===== src/rtl/sram_fetch_pkg.sv =====
// Shared types and constants for the SRAM pixel fetcher.
// Optional build macro FETCH_OVERRUN_EN is consumed by sram_pixel_fetcher only.
package sram_fetch_pkg;

    localparam int PIX_W  = 24;
    localparam int WORD_W = 16;

    // word_sel bit appended below the pixel address on sram_addr
    localparam logic WORD_LO = 1'b0;
    localparam logic WORD_HI = 1'b1;

    typedef enum logic [3:0] {
        IDLE,
        RD_LO,
        WAIT_LO,
        RD_HI,
        WAIT_HI,
        RD_DONE,
        WR_LO,
        WR_HI,
        WR_DONE
    } state_t;

endpackage


===== src/rtl/sram_pixel_fetcher_if.sv =====
// External asynchronous SRAM bus: the fetcher is master, the memory is slave.
interface sram_pixel_fetcher_if
    import sram_fetch_pkg::*;
#(
    parameter int ADDR_W = 20
);
    logic [ADDR_W:0]   sram_addr;
    logic [WORD_W-1:0] sram_wdata;
    logic [WORD_W-1:0] sram_rdata;
    logic              sram_oe;
    logic              sram_we;

    modport master (
        output sram_addr,
        output sram_wdata,
        output sram_oe,
        output sram_we,
        input  sram_rdata
    );

    modport slave (
        input  sram_addr,
        input  sram_wdata,
        input  sram_oe,
        input  sram_we,
        output sram_rdata
    );
endinterface


===== src/rtl/sram_lat_counter.sv =====
// Down-counter loaded with LAT-1; expired marks the last wait cycle before sampling.
module sram_lat_counter #(
    parameter int LAT = 2
) (
    input  logic clk,
    input  logic s_rst,
    input  logic load,
    input  logic en,
    output logic expired
);
    logic [1:0] cnt;

    always_ff @(posedge clk) begin
        if (s_rst) begin
            cnt <= 2'd0;
        end else if (load) begin
            cnt <= 2'(LAT - 1);
        end else if (en && cnt != 2'd0) begin
            cnt <= cnt - 2'd1;
        end
    end

    assign expired = (cnt == 2'd1);
endmodule


===== src/rtl/sram_pixel_fetcher.sv =====
// Serves 24-bit pixel reads/writes from a 16-bit async SRAM (two words per pixel).
// Build macro FETCH_OVERRUN_EN adds the sticky rd_overrun output.
module sram_pixel_fetcher
    import sram_fetch_pkg::*;
#(
    parameter int ADDR_W   = 20,
    parameter int SRAM_LAT = 2
) (
    input  logic              clk,
    input  logic              s_rst,
    input  logic              read_request,
    input  logic [ADDR_W-1:0] address_line,
    output logic [PIX_W-1:0]  data_line,
    output logic              data_ready,
    input  logic              wr_req,
    input  logic [ADDR_W-1:0] wr_addr,
    input  logic [PIX_W-1:0]  wr_data,
    output logic              wr_ack,
    input  logic              wr_frame_end,
    output logic              frame_done,
    sram_pixel_fetcher_if.master sram,
`ifdef FETCH_OVERRUN_EN
    output logic              rd_overrun,
`endif
    output state_t            fsm_state
);
    // Handshakes: read_request is a one-cycle strobe with no backpressure (newest
    // address wins); wr_req is a level held with stable wr_addr/wr_data until the
    // one-cycle wr_ack; data_ready and frame_done are one-cycle pulses.
    state_t              state, next_state;
    logic                rd_pend, fe_pend;
    logic [ADDR_W-1:0]   rd_addr, cur_addr;
    logic [WORD_W-1:0]   lo_word;
    logic [7:0]          hi_byte;
    logic                lat_expired, lo_cap, hi_cap;
    logic                unused_rdata_hi;

    sram_lat_counter #(.LAT(SRAM_LAT)) u_lat (
        .clk     (clk),
        .s_rst   (s_rst),
        .load    (state == RD_LO || state == RD_HI),
        .en      (state == WAIT_LO || state == WAIT_HI),
        .expired (lat_expired)
    );

    // With SRAM_LAT == 1 the wait states are skipped and data is sampled leaving RD_x.
    assign lo_cap = (state == RD_LO && SRAM_LAT == 1) || (state == WAIT_LO && lat_expired);
    assign hi_cap = (state == RD_HI && SRAM_LAT == 1) || (state == WAIT_HI && lat_expired);
    assign unused_rdata_hi = ^sram.sram_rdata[15:8];
    assign fsm_state = state;

    always_comb begin
        next_state = state;
        unique case (state)
            IDLE: begin
                // a strobe arriving this cycle becomes rd_pend next cycle and still wins
                if (rd_pend)                     next_state = RD_LO;
                else if (wr_req && !read_request) next_state = WR_LO;
            end
            RD_LO:   next_state = (SRAM_LAT == 1) ? RD_HI : WAIT_LO;
            WAIT_LO: if (lat_expired) next_state = RD_HI;
            RD_HI:   next_state = (SRAM_LAT == 1) ? RD_DONE : WAIT_HI;
            WAIT_HI: if (lat_expired) next_state = RD_DONE;
            RD_DONE: begin
                if (read_request) next_state = RD_LO;
                else if (wr_req)  next_state = WR_LO;
                else              next_state = IDLE;
            end
            WR_LO:   next_state = WR_HI;
            WR_HI:   next_state = WR_DONE;
            WR_DONE: next_state = IDLE;
            default: next_state = IDLE;
        endcase
    end

    always_comb begin
        sram.sram_addr  = '0;
        sram.sram_wdata = '0;
        sram.sram_oe    = 1'b0;
        sram.sram_we    = 1'b0;
        wr_ack          = 1'b0;
        if (!s_rst) begin
            unique case (state)
                RD_LO:   begin sram.sram_addr = {cur_addr, WORD_LO}; sram.sram_oe = 1'b1; end
                WAIT_LO: sram.sram_addr = {cur_addr, WORD_LO};
                RD_HI:   begin sram.sram_addr = {cur_addr, WORD_HI}; sram.sram_oe = 1'b1; end
                WAIT_HI: sram.sram_addr = {cur_addr, WORD_HI};
                WR_LO: begin
                    sram.sram_addr  = {wr_addr, WORD_LO};
                    sram.sram_wdata = wr_data[15:0];
                    sram.sram_we    = 1'b1;
                end
                WR_HI: begin
                    sram.sram_addr  = {wr_addr, WORD_HI};
                    sram.sram_wdata = {8'h00, wr_data[23:16]};
                    sram.sram_we    = 1'b1;
                end
                WR_DONE: wr_ack = 1'b1;
                default: ;
            endcase
        end
    end

    assign frame_done = fe_pend && (state == IDLE) && !wr_req && !s_rst;

    always_ff @(posedge clk) begin
        if (s_rst) begin
            state      <= IDLE;
            rd_pend    <= 1'b0;
            rd_addr    <= '0;
            cur_addr   <= '0;
            lo_word    <= '0;
            hi_byte    <= '0;
            data_line  <= '0;
            data_ready <= 1'b0;
            fe_pend    <= 1'b0;
        end else begin
            state      <= next_state;
            data_ready <= 1'b0;
            if (read_request) begin
                rd_pend <= 1'b1;
                rd_addr <= address_line;
            end else if (state == RD_DONE) begin
                rd_pend <= 1'b0;
            end
            if (next_state == RD_LO && state != RD_LO)
                cur_addr <= read_request ? address_line : rd_addr;
            if (lo_cap) lo_word <= sram.sram_rdata;
            if (hi_cap) hi_byte <= sram.sram_rdata[7:0];
            if (state == RD_DONE) begin
                data_line  <= {hi_byte, lo_word};
                data_ready <= 1'b1;
            end
            fe_pend <= frame_done ? 1'b0 : (fe_pend | wr_frame_end);
        end
    end

`ifdef FETCH_OVERRUN_EN
    always_ff @(posedge clk) begin
        if (s_rst)
            rd_overrun <= 1'b0;
        else if (read_request && rd_pend && state != RD_DONE)
            rd_overrun <= 1'b1;
    end
`endif
endmodule


===== src/flat_wrapper.sv =====
// flat-port wrapper written by rule: the top's interface ports become plain ports
module sram_pixel_fetcher_flat import sram_fetch_pkg::*;
#(
    parameter int ADDR_W   = 20,
    parameter int SRAM_LAT = 2
)
  (clk, s_rst, read_request, address_line, data_line, data_ready, wr_req, wr_addr, wr_data, wr_ack, wr_frame_end, frame_done, fsm_state, sram_sram_addr, sram_sram_wdata, sram_sram_oe, sram_sram_we, sram_sram_rdata);
  sram_pixel_fetcher_if #(.ADDR_W(ADDR_W)) sram_i ();
  input  logic clk;
  input  logic s_rst;
  input  logic read_request;
  input  logic [ADDR_W-1:0] address_line;
  output logic [PIX_W-1:0] data_line;
  output logic data_ready;
  input  logic wr_req;
  input  logic [ADDR_W-1:0] wr_addr;
  input  logic [PIX_W-1:0] wr_data;
  output logic wr_ack;
  input  logic wr_frame_end;
  output logic frame_done;
  output state_t fsm_state;
  output wire logic [$bits(sram_i.sram_addr)-1:0] sram_sram_addr;
  output wire logic [$bits(sram_i.sram_wdata)-1:0] sram_sram_wdata;
  output wire logic [$bits(sram_i.sram_oe)-1:0] sram_sram_oe;
  output wire logic [$bits(sram_i.sram_we)-1:0] sram_sram_we;
  input wire logic [$bits(sram_i.sram_rdata)-1:0] sram_sram_rdata;
  assign sram_sram_addr = sram_i.sram_addr;
  assign sram_sram_wdata = sram_i.sram_wdata;
  assign sram_sram_oe = sram_i.sram_oe;
  assign sram_sram_we = sram_i.sram_we;
  assign sram_i.sram_rdata = sram_sram_rdata;
  sram_pixel_fetcher #(.ADDR_W(ADDR_W), .SRAM_LAT(SRAM_LAT)) u_core (.clk(clk), .s_rst(s_rst), .read_request(read_request), .address_line(address_line), .data_line(data_line), .data_ready(data_ready), .wr_req(wr_req), .wr_addr(wr_addr), .wr_data(wr_data), .wr_ack(wr_ack), .wr_frame_end(wr_frame_end), .frame_done(frame_done), .sram(sram_i), .fsm_state(fsm_state));
endmodule

===== config.mk =====
export PLATFORM = sky130hd
export DESIGN_NAME = sram_pixel_fetcher_flat
export DESIGN_NICKNAME = d
export VERILOG_FILES = /design/src/rtl/sram_fetch_pkg.sv /design/src/rtl/sram_pixel_fetcher_if.sv /design/src/rtl/sram_lat_counter.sv /design/src/rtl/sram_pixel_fetcher.sv /design/src/flat_wrapper.sv
export SDC_FILE = /design/constraint.sdc
export NUM_CORES = 1
export LEC_CHECK = 0
export CAP_MARGIN = 15
export CORE_UTILIZATION = 34
export DETAILED_ROUTE_END_ITERATION = 10
export PLACE_DENSITY_LB_ADDON = 0.3
export SKIP_CTS_REPAIR_TIMING = 1
export SLEW_MARGIN = 20
export SYNTH_ARGS = -nofsm -noshare
export SYNTH_HDL_FRONTEND = slang
export SYNTH_HIERARCHICAL = 1
export SYNTH_SLANG_ARGS = --single-unit

===== constraint.sdc =====
create_clock -name clk -period 2.5 [get_ports clk]
set_clock_uncertainty 0.05 [all_clocks]
set_input_delay 0.25 -clock clk [delete_from_list [all_inputs] [get_ports clk]]
set_output_delay 0.25 -clock clk [all_outputs]
set_load 0.02 [all_outputs]

**Word-level counts from Yosys, hierarchy flattened**

Cells that the tools add are included.

- Bits in registers: 97
- Bits of input ports: 85
- Logic and storage cells: 70

- Add/sub/neg operators: 1
- Eq/ne operators: 11
- Multiplexer cells: 23
- Bitwise logic cells: 1
- Reductions and logical operators: 23

Operator list:

| cell | count |
|---|---|
| one-hot mux 21 bit (4 select lines) | 1 |
| one-hot mux 16 bit (2 select lines) | 1 |
| one-hot mux 4 bit (8 select lines) | 1 |
| two-way mux 21 bit | 1 |
| two-way mux 20 bit | 1 |
| two-way mux 4 bit | 5 |
| equality test 4 x 3 -> 1 bit (second input constant) | 4 |
| two-way mux 16 bit | 1 |
| OR reduction 2 bit | 6 |
| two-way mux 1 bit | 11 |
| equality test 4 x 1 -> 1 bit (second input constant) | 2 |
| equality test 4 x 2 -> 1 bit (second input constant) | 2 |
| logical AND 1 bit | 8 |
| nonzero test 2 bit | 3 |
| equality test 4 bit (second input constant) | 1 |
| logical NOT 4 bit | 1 |
| inequality test 4 x 1 -> 1 bit (second input constant) | 1 |
| logical NOT 1 bit | 3 |
| two-way mux 3 bit | 1 |
| equality test 2 x 1 -> 1 bit (second input constant) | 1 |
| logical OR 1 bit | 2 |
| subtractor 2 x 1 -> 2 bit (second input constant) | 1 |
| bitwise OR 1 bit | 1 |

**Depth between registers and ports, before layout**

Gate-level depths: netlist (run 1).

- Depth in word-level cells: 7
- Depth in mapped cells: 7
- Depth with buffers taken out: 5

**By module**

The synthesis (run 1) kept the hierarchy.

Modules (own cells, without submodules):

| module | instances | cells an instance | area an instance (µm²) | sequential area each (µm²) |
|---|---|---|---|---|
| sram_pixel_fetcher | 1 | 447 | 4110.2 | 1901.8 |
| sram_lat_counter | 1 | 12 | 136.4 | 40.0 |

**Worst setup path before layout (run 1)**

No wires, ideal clock.

- Path type: reg2out
- From: register u_core.state[0], in the netlist u_core/fsm_state[0]
- To: output port sram_sram_oe
- Arrival: 1.647 ns
- Required time: 2.200 ns
- Path slack: 0.553 ns
- Stages on the path, launching flop included: 5
- Path buffers: 2
- Cells stage by stage: dfxtp_1 buf_2 buf_2 inv_1 nor4_1

- Longest elaborated chain between the ends: 4
- Elaborated cells between the ends (all ways): 5

RTL lines:

| what | RTL line | RTL |
|---|---|---|
| start: declaration | sram_pixel_fetcher.sv:30 | `state_t state, next_state;` |
| start signal: assignment | sram_pixel_fetcher.sv:118 | `state <= next_state;` |
| equality test 4 x 2 -> 1 bit / equality test 4 x 1 -> 1 bit (equally long branches) | sram_pixel_fetcher.sv:83 | `unique case (state)` |
| OR reduction 2 bit (no line) * | n/a |  |
| two-way mux 1 bit * | sram_pixel_fetcher.sv:83 |  |
| two-way mux 1 bit * | sram_pixel_fetcher.sv:82 | `if (!s_rst) begin` |
| end: declaration | flat_wrapper.sv:24 | `output wire logic [$bits(sram_i.sram_oe)-1:0] sram_sram_oe;` |

Every way passes the cells marked *; elsewhere a longest branch is shown, timed or not.

**Worst setup path after layout (run 1)**

- From: register u_core.state[2], in the netlist u_core/fsm_state[2]
- To: output port sram_sram_wdata[11]

- Longest elaborated chain between the ends: 3
- Elaborated cells between the ends (all ways): 4

RTL lines:

| what | RTL line | RTL |
|---|---|---|
| equality test 4 x 3 -> 1 bit | sram_pixel_fetcher.sv:83 |  |
| one-hot mux 16 bit (2 select lines) * | sram_pixel_fetcher.sv:83 |  |
| two-way mux 16 bit * | sram_pixel_fetcher.sv:82 |  |
| end: declaration | flat_wrapper.sv:23 | `output wire logic [$bits(sram_i.sram_wdata)-1:0] sram_sram_wdata;` |

Marks and branches as above.

==> summary.md, run 1 <==
| Metric | Value |
|---|---|
| Leak pwr | `2.98 nW` |
| FFs w/ async S/R, synth | `0%` |
| Global-route wire length before repair | `17,500 um` |
| CP Data Arrival Time | `2.05 ns` |
| Leading cell types by count after synthesis | `sky130_fd_sc_hd__dfxtp_1 (97), sky130_fd_sc_hd__a21oi_1 (53), sky130_fd_sc_hd__nand2_1 (50), sky130_fd_sc_hd__a22o_1 (28), sky130_fd_sc_hd__nor2_1 (28)` |
| Antenna violations before repair | `0` |
| Number of placed instances, taps included | `754` |
| Number of distinct library cells after synthesis | `45` |
| Number of enable-type register cells in the synthesized netlist | `0` |
| Yosys synthesis warning count | `6` |
| Clock power frac | `40.0%` |
| Max-slew headroom | `65.1%` |
| Final Hold Fails | `0` |
| Cell family contributing the most delay on the critical path | `simple AND/OR/NAND/NOR gates` |
| Share of power burned in registers | `43.6%` |
| # Max-Cap Violations | `0` |
| Mapped Nets | `546` |
| Ys flop type | `sky130_fd_sc_hd__dfxtp_1` |
| GRT Total Usage | `17.2%` |
| Worst hold margin | `0.157 ns` |
| H-tree levels | `3` |
| Outcome | `finished clean` |
| Upper clock frequency limit | `425 MHz` |
| Die area | `0.0129 mm2` |
| Remaining global-route overflow | `0` |
| Post-synthesis cell count | `459` |
| Worst-path fanout max | `5` |
| Setup ws final | `0.148 ns` |
| Dominant cells by area after synthesis | `sky130_fd_sc_hd__dfxtp_1 (46%), sky130_fd_sc_hd__a21oi_1 (6.2%), sky130_fd_sc_hd__a22o_1 (5.8%)` |
| Area of the placeable core | `0.0121 mm2` |
| Part of the Yosys area used for sequential elements | `45.7%` |
| Net total in the final layout | `686` |
| Worst path slowest cell | `sky130_fd_sc_hd__clkdlybuf4s50_1` |
| Maximum number of pins on one net before global-route repair | `49` |
| Largest incremental delay on the critical path | `0.60 ns` |
| Row count | `40` |
| DRT Pass-1 Iters | `4` |
| Peak supply drop | `294 uV` |
| Worst-path clk slew | `0.07 ns` |
| DRC viols | `0` |
| DP Worst Slack | `0.192 ns` |
| Via count | `3,744` |
| Floorplan die height | `114 um` |
| Average cell area after synthesis | `9.25 um2` |
| Io pins | `155` |
| Setup TNS | `0 ns` |
| Average routed wire per standard cell | `14.3 um` |
| # diodes | `0` |
| Die width | `114 um` |
| Switch share | `25.7%` |
| Final weighted congestion in routability-driven placement | `0.777` |
| WP data required | `2.20 ns` |
| Number of setup violations in the final report | `0` |
| Netlist area before placement | `0.00425 mm2` |
| CTS sink count | `97` |
| Ratio of cells with drive above 1 in the final layout | `7.78%` |
| Starting Density | `35.1%` |
| Switching pwr | `0.968 mW` |
| Final period utilization | `94.1%` |
| Design internal power | `2.81 mW` |
| Violation count after the first detailed-route iteration | `204` |
| Bufs and invs on worst path | `1` |
| Total half-perimeter wirelength after legalization and detailed placement | `7560 um` |
| Post-layout minimum cycle time | `2.35 ns` |
| Critical Path Sink Type | `output pin` |
| Average via count per standard cell | `4.85` |
| Synthesis-to-finish area growth | `49.9%` |
| Total Routed Length | `11,000 um` |
| Type of element launching the critical path | `register` |
| Class of the most critical setup path | `register to output pin` |
| Portion of synthesized cell area occupied by the leading cell type | `45.7%` |
| Most frequent cell after synthesis | `sky130_fd_sc_hd__dfxtp_1` |
| TritonCTS clock tree | `built` |
| Ordered cell list for the critical path | `or2b_1, nor3_4, and2_1, clkdlybuf4s50_1` |
| Number of global-route vias before repair | `3,612` |
| Non-filler cells in the finished layout | `772` |
| Cell type with the largest total area after synthesis | `sky130_fd_sc_hd__dfxtp_1` |
| Power per cell area | `593 mW/mm2` |
| RSZ-0062 raised after global routing | `no` |
| Combinational group share of total power | `16.4%` |
| Clk_lat worst skew | `0.34 ns` |
| Class of the tightest hold or removal check | `primary input to register` |
| TritonCTS buffer count | `9` |
| Slew at the pin closest to its max-slew limit | `0.521 ns` |
| Antenna-violating nets left | `0` |
| Max-slew violations | `0` |
| Flip-flop and latch count after synthesis | `97` |
| Input/output buffers | `154` |
| Buffer levels on the longest clock path | `2` |
| Cell chosen for the clock root | `sky130_fd_sc_hd__clkbuf_16` |
==> power groups by stage <==
stage          clock, mW  combinational [mW]  sequential (mW)
2_1_floorplan          0               0.368             1.67
3_3_place_gp           0               0.611             1.68
3_5_place_dp           0               0.621             1.68
4_1_cts             1.55               0.625             1.64
5_1_grt             1.62               0.673             1.65
6_report            1.51               0.621             1.64
==> final cells by class <==
class / instances / area, um2
Fill cell: 1118 / 5750
Multi-Input combinational cell: 317 / 2090
Sequential cell: 97 / 1940
Timing Repair Buffer: 170 / 1780
Clock buffer: 10 / 229
Tap cell: 168 / 210
Clock inverter: 6 / 98.8
Inverter: 4 / 15.0
==> registers in the layout, summed over array words and instances (netlist names) <==
signal and flops:
u_core/cur_addr 20, u_core/data_line 24, u_core/data_ready 1, u_core/fe_pend 1, u_core/fsm_state 4, u_core/hi_byte 8
u_core/lo_word 16, u_core/rd_addr 20, u_core/rd_pend 1, u_core/u_lat/cnt 2
==> per-layer routing <==
metal | global-route usage (%) | share of wire, % | vias to the layer above
met3 | 5.26 | 6.9 | 11
met1 | 22.0 | 44 | 1740
li1 | - | - | 1883
met2 | 27.4 | 47 | 110
met4 | 6.05 | 1.2 | 0
met5 | 0 | 0 | -
==> cells by family after synthesis <==
| family | count (synthesis) | share of synthesized area [%] |
|---|---|---|
| and+or+nand+nor | 159 | 20.8 |
| buffers and inverters | 45 | 5.57 |
| xor gates and xnor gates | 1 | 0.206 |
| DFF | 97 | 45.7 |
| adders and majority gates | 3 | 0.825 |
| muxes | 40 | 10.0 |
| AOI/OAI and AO/OA | 114 | 16.8 |
==> final timing paths <==
path,slack [ns],start,end,cells after the start
worst max-delay path,0.15,u_core/fsm_state[2]$_SDFF_PP0_,sram_sram_wdata[11],4
worst min-delay path,0.16,s_rst,u_core/fsm_state[0]$_SDFF_PP0_,2
worst max register to register,0.74,u_core/fsm_state[0]$_SDFF_PP0_,u_core/cur_addr[4]$_SDFFE_PP0P_,5
worst min register to register,0.40,u_core/lo_word[4]$_SDFFE_PP0P_,u_core/data_line[4]$_SDFFE_PP0P_,2
==> through the flow <==
step	total power [mW]	util [%]	area (um2)
2_1_floorplan	2.04	-	4250
3_3_place_gp	2.29	48.8	5910
3_5_place_dp	2.30	48.8	5910
4_1_cts	3.82	51.5	6240
5_1_grt	3.95	52.6	6370
6_report	3.78	52.6	6370
==> placed cells by master, fill, tap and decap left out, types with 14 or more instances in the layout <==
master,instances
sky130_fd_sc_hd__nor2_1,28
sky130_fd_sc_hd__dfxtp_1,96
sky130_fd_sc_hd__o21ai_1,25
sky130_fd_sc_hd__buf_4,14
sky130_fd_sc_hd__a21oi_1,53
sky130_fd_sc_hd__nand3_1,25
sky130_fd_sc_hd__nor2b_1,20
sky130_fd_sc_hd__mux2i_1,20
sky130_fd_sc_hd__clkdlybuf4s50_1,115
sky130_fd_sc_hd__dlymetal6s2s_1,38
sky130_fd_sc_hd__mux2_1,20
sky130_fd_sc_hd__a22o_1,28
sky130_fd_sc_hd__nand2_1,50
Note: power is estimated with default switching activity, not from simulation.
==> run 2, diff against run 1 <==
CELL_PAD_IN_SITES_DETAIL_PLACEMENT = 0   (was unset)
CELL_PAD_IN_SITES_GLOBAL_PLACEMENT = 1   (was unset)
clock period = 2.89 ns   (was 2.5 ns; I/O delays follow)
==> summary.md, run 2 (synthesized netlist as in run 1, its figures left out) <==
| Metric | Value |
|---|---|
| Outcome | `finished clean` |
| Io pins | `155` |
| CTS sink count | `97` |
| Number of global-route vias before repair | `3,486` |
| Clock power frac | `36.8%` |
| Area of the placeable core | `0.0121 mm2` |
| Die width | `114 um` |
| Switching pwr | `0.815 mW` |
| Capture endpoint of the worst hold path | `u_core/rd_addr[8]$_SDFF_PP0_` |
| Number of cells on the worst reg-to-reg path | `4` |
| Cell area after layout | `0.00619 mm2` |
| Leak pwr | `2.24 nW` |
| Critical Path Sink Type | `output pin` |
| Average routed wire per standard cell | `13.8 um` |
| H-tree levels | `3` |
| Via count | `3,706` |
| Final period utilization | `93.9%` |
| Number of setup violations in the final report | `0` |
| Total Routed Length | `10,600 um` |
| TritonCTS buffer count | `9` |
| Maximum number of pins on one net before global-route repair | `37` |
| Type of element launching the critical path | `register` |
| Final weighted congestion in routability-driven placement | `0.787` |
| DRC viols | `0` |
| Clk_lat worst skew | `0.34 ns` |
| Design internal power | `2.27 mW` |
| # Max-Cap Violations | `0` |
| Commonest non-fill, non-tap cell in the layout | `sky130_fd_sc_hd__clkdlybuf4s50_1` |
| Worst-path clk slew | `0.06 ns` |
| Flip-flop count of the largest register after layout | `24` |
| RSZ-0062 raised after global routing | `no` |
| Buffer levels on the longest clock path | `2` |
| Class of the tightest hold or removal check | `primary input to register` |
| Ratio of cells with drive above 1 in the final layout | `7.30%` |
| Upper clock frequency limit | `369 MHz` |
| Final Hold Fails | `0` |
| RR Startpoint | `u_core/fsm_state[1]$_SDFF_PP0_` |
| Setup TNS | `0 ns` |
| Hold path startpoint | `s_rst` |
| Floorplan die height | `114 um` |
| TritonCTS clock tree | `built` |
| Core occupancy in the finished layout | `51.1%` |
| Max-slew violations | `0` |
| Switch share | `26.4%` |
| Class of the most critical setup path | `register to output pin` |
| Input/output buffers | `154` |
| Row count | `40` |
| GRT Total Usage | `17.0%` |
| Total Power Consumption | `3.08 mW` |
| Die area | `0.0129 mm2` |
| Synthesis-to-finish area growth | `45.7%` |
| # diodes | `0` |
| Register name with the most flops | `u_core/data_line` |
| Global-route wire length before repair | `17,300 um` |
| WP data required | `2.55 ns` |
| Remaining global-route overflow | `0` |
| Share of power burned in registers | `46.0%` |
| Max-slew headroom | `43.8%` |
| Hold Crit Depth | `2` |
| Net total in the final layout | `685` |
| CP Data Arrival Time | `2.37 ns` |
| Register-to-register path setup slack | `1.00 ns` |
| Starting Density | `35.1%` |
| Antenna violations before repair | `0` |
| Power per cell area | `498 mW/mm2` |
| Antenna-violating nets left | `0` |
| Placed Area | `0.00591 mm2` |
| Worst-path fanout max | `16` |
| Average via count per standard cell | `4.81` |
| Cell chosen for the clock root | `sky130_fd_sc_hd__clkbuf_16` |
| DRT Pass-1 Iters | `4` |
| Biggest registers after layout | `u_core/data_line x24, u_core/cur_addr x20, u_core/rd_addr x20` |
| Combinational group share of total power | `17.2%` |
| Leading cell types in the layout, fill and taps excluded | `sky130_fd_sc_hd__clkdlybuf4s50_1 (153), sky130_fd_sc_hd__dfxtp_1 (97), sky130_fd_sc_hd__a21oi_1 (53)` |
| Peak supply drop | `329 uV` |
| Slew at the pin closest to its max-slew limit | `0.839 ns` |
| Violation count after the first detailed-route iteration | `152` |
| Total half-perimeter wirelength after legalization and detailed placement | `7590 um` |
| Worst reg2reg endpoint | `u_core/lo_word[6]$_SDFFE_PP0P_` |
| Post-layout minimum cycle time | `2.71 ns` |
-- run 2: worst max-delay path: stages (launching register included) --
cell and delay, ns:
sky130_fd_sc_hd__dfxtp_1 0.40, sky130_fd_sc_hd__or2b_1 0.34, sky130_fd_sc_hd__nor3_4 0.46, sky130_fd_sc_hd__a22o_1 0.22, sky130_fd_sc_hd__clkdlybuf4s50_1 0.61
-- run 2: final cells by class --
class	instances	area (um2)
clock inverters	4	36.3
inverters	4	15.0
multi-input cells	317	2090
repair buffers	169	1650
well taps	168	210
flip-flops and latches	97	1940
fillers	1177	5920
clock buffers	12	246
-- run 2: metal layers --
metal  wire [um]  track usage, %  vias up
li1            -               -     1881
met5           0               0        -
met3         586            4.78       20
met4         270            8.33        0
met2        5030            26.4       98
met1        4740            21.5     1707
-- run 2: per-stage QoR --
step / hold WS [ns] / cells / setup WS, ns
global placement: 0.391 / 755 / 0.590
floorplan: 0.303 / 459 / 0.904
global route: 0.229 / 771 / 0.0176
CTS: 0.208 / 771 / 0.140
finish: 0.216 / 771 / 0.177
detailed placement: 0.393 / 755 / 0.533
-- run 2: how the worst max path moves through the flow --
| stage | cells after the start | startpoint | endpoint | slack, ns |
|---|---|---|---|---|
| 3_5_place_dp | 4 | u_core/fsm_state[2]$_SDFF_PP0_ | sram_sram_wdata[3] | 0.53 |
| 4_1_cts | 4 | u_core/fsm_state[2]$_SDFF_PP0_ | sram_sram_wdata[3] | 0.14 |
| 5_1_grt | 4 | u_core/fsm_state[2]$_SDFF_PP0_ | sram_sram_wdata[3] | 0.02 |
| 2_1_floorplan | 4 | u_core/fsm_state[0]$_SDFF_PP0_ | sram_sram_oe | 0.90 |
| 6_report | 4 | u_core/fsm_state[2]$_SDFF_PP0_ | sram_sram_wdata[3] | 0.18 |
| 3_3_place_gp | 4 | u_core/fsm_state[2]$_SDFF_PP0_ | sram_sram_wdata[3] | 0.59 |
-- run 2: power groups by stage --
| stage | Clock (mW) | Sequential, mW | Combinational [mW] |
|---|---|---|---|
| final | 1.13 | 1.42 | 0.531 |
| after global routing | 1.24 | 1.43 | 0.577 |
| after CTS | 1.18 | 1.42 | 0.536 |
| after detailed placement | 0 | 1.45 | 0.534 |
| after global placement | 0 | 1.45 | 0.525 |
| after floorplan | 0 | 1.45 | 0.318 |
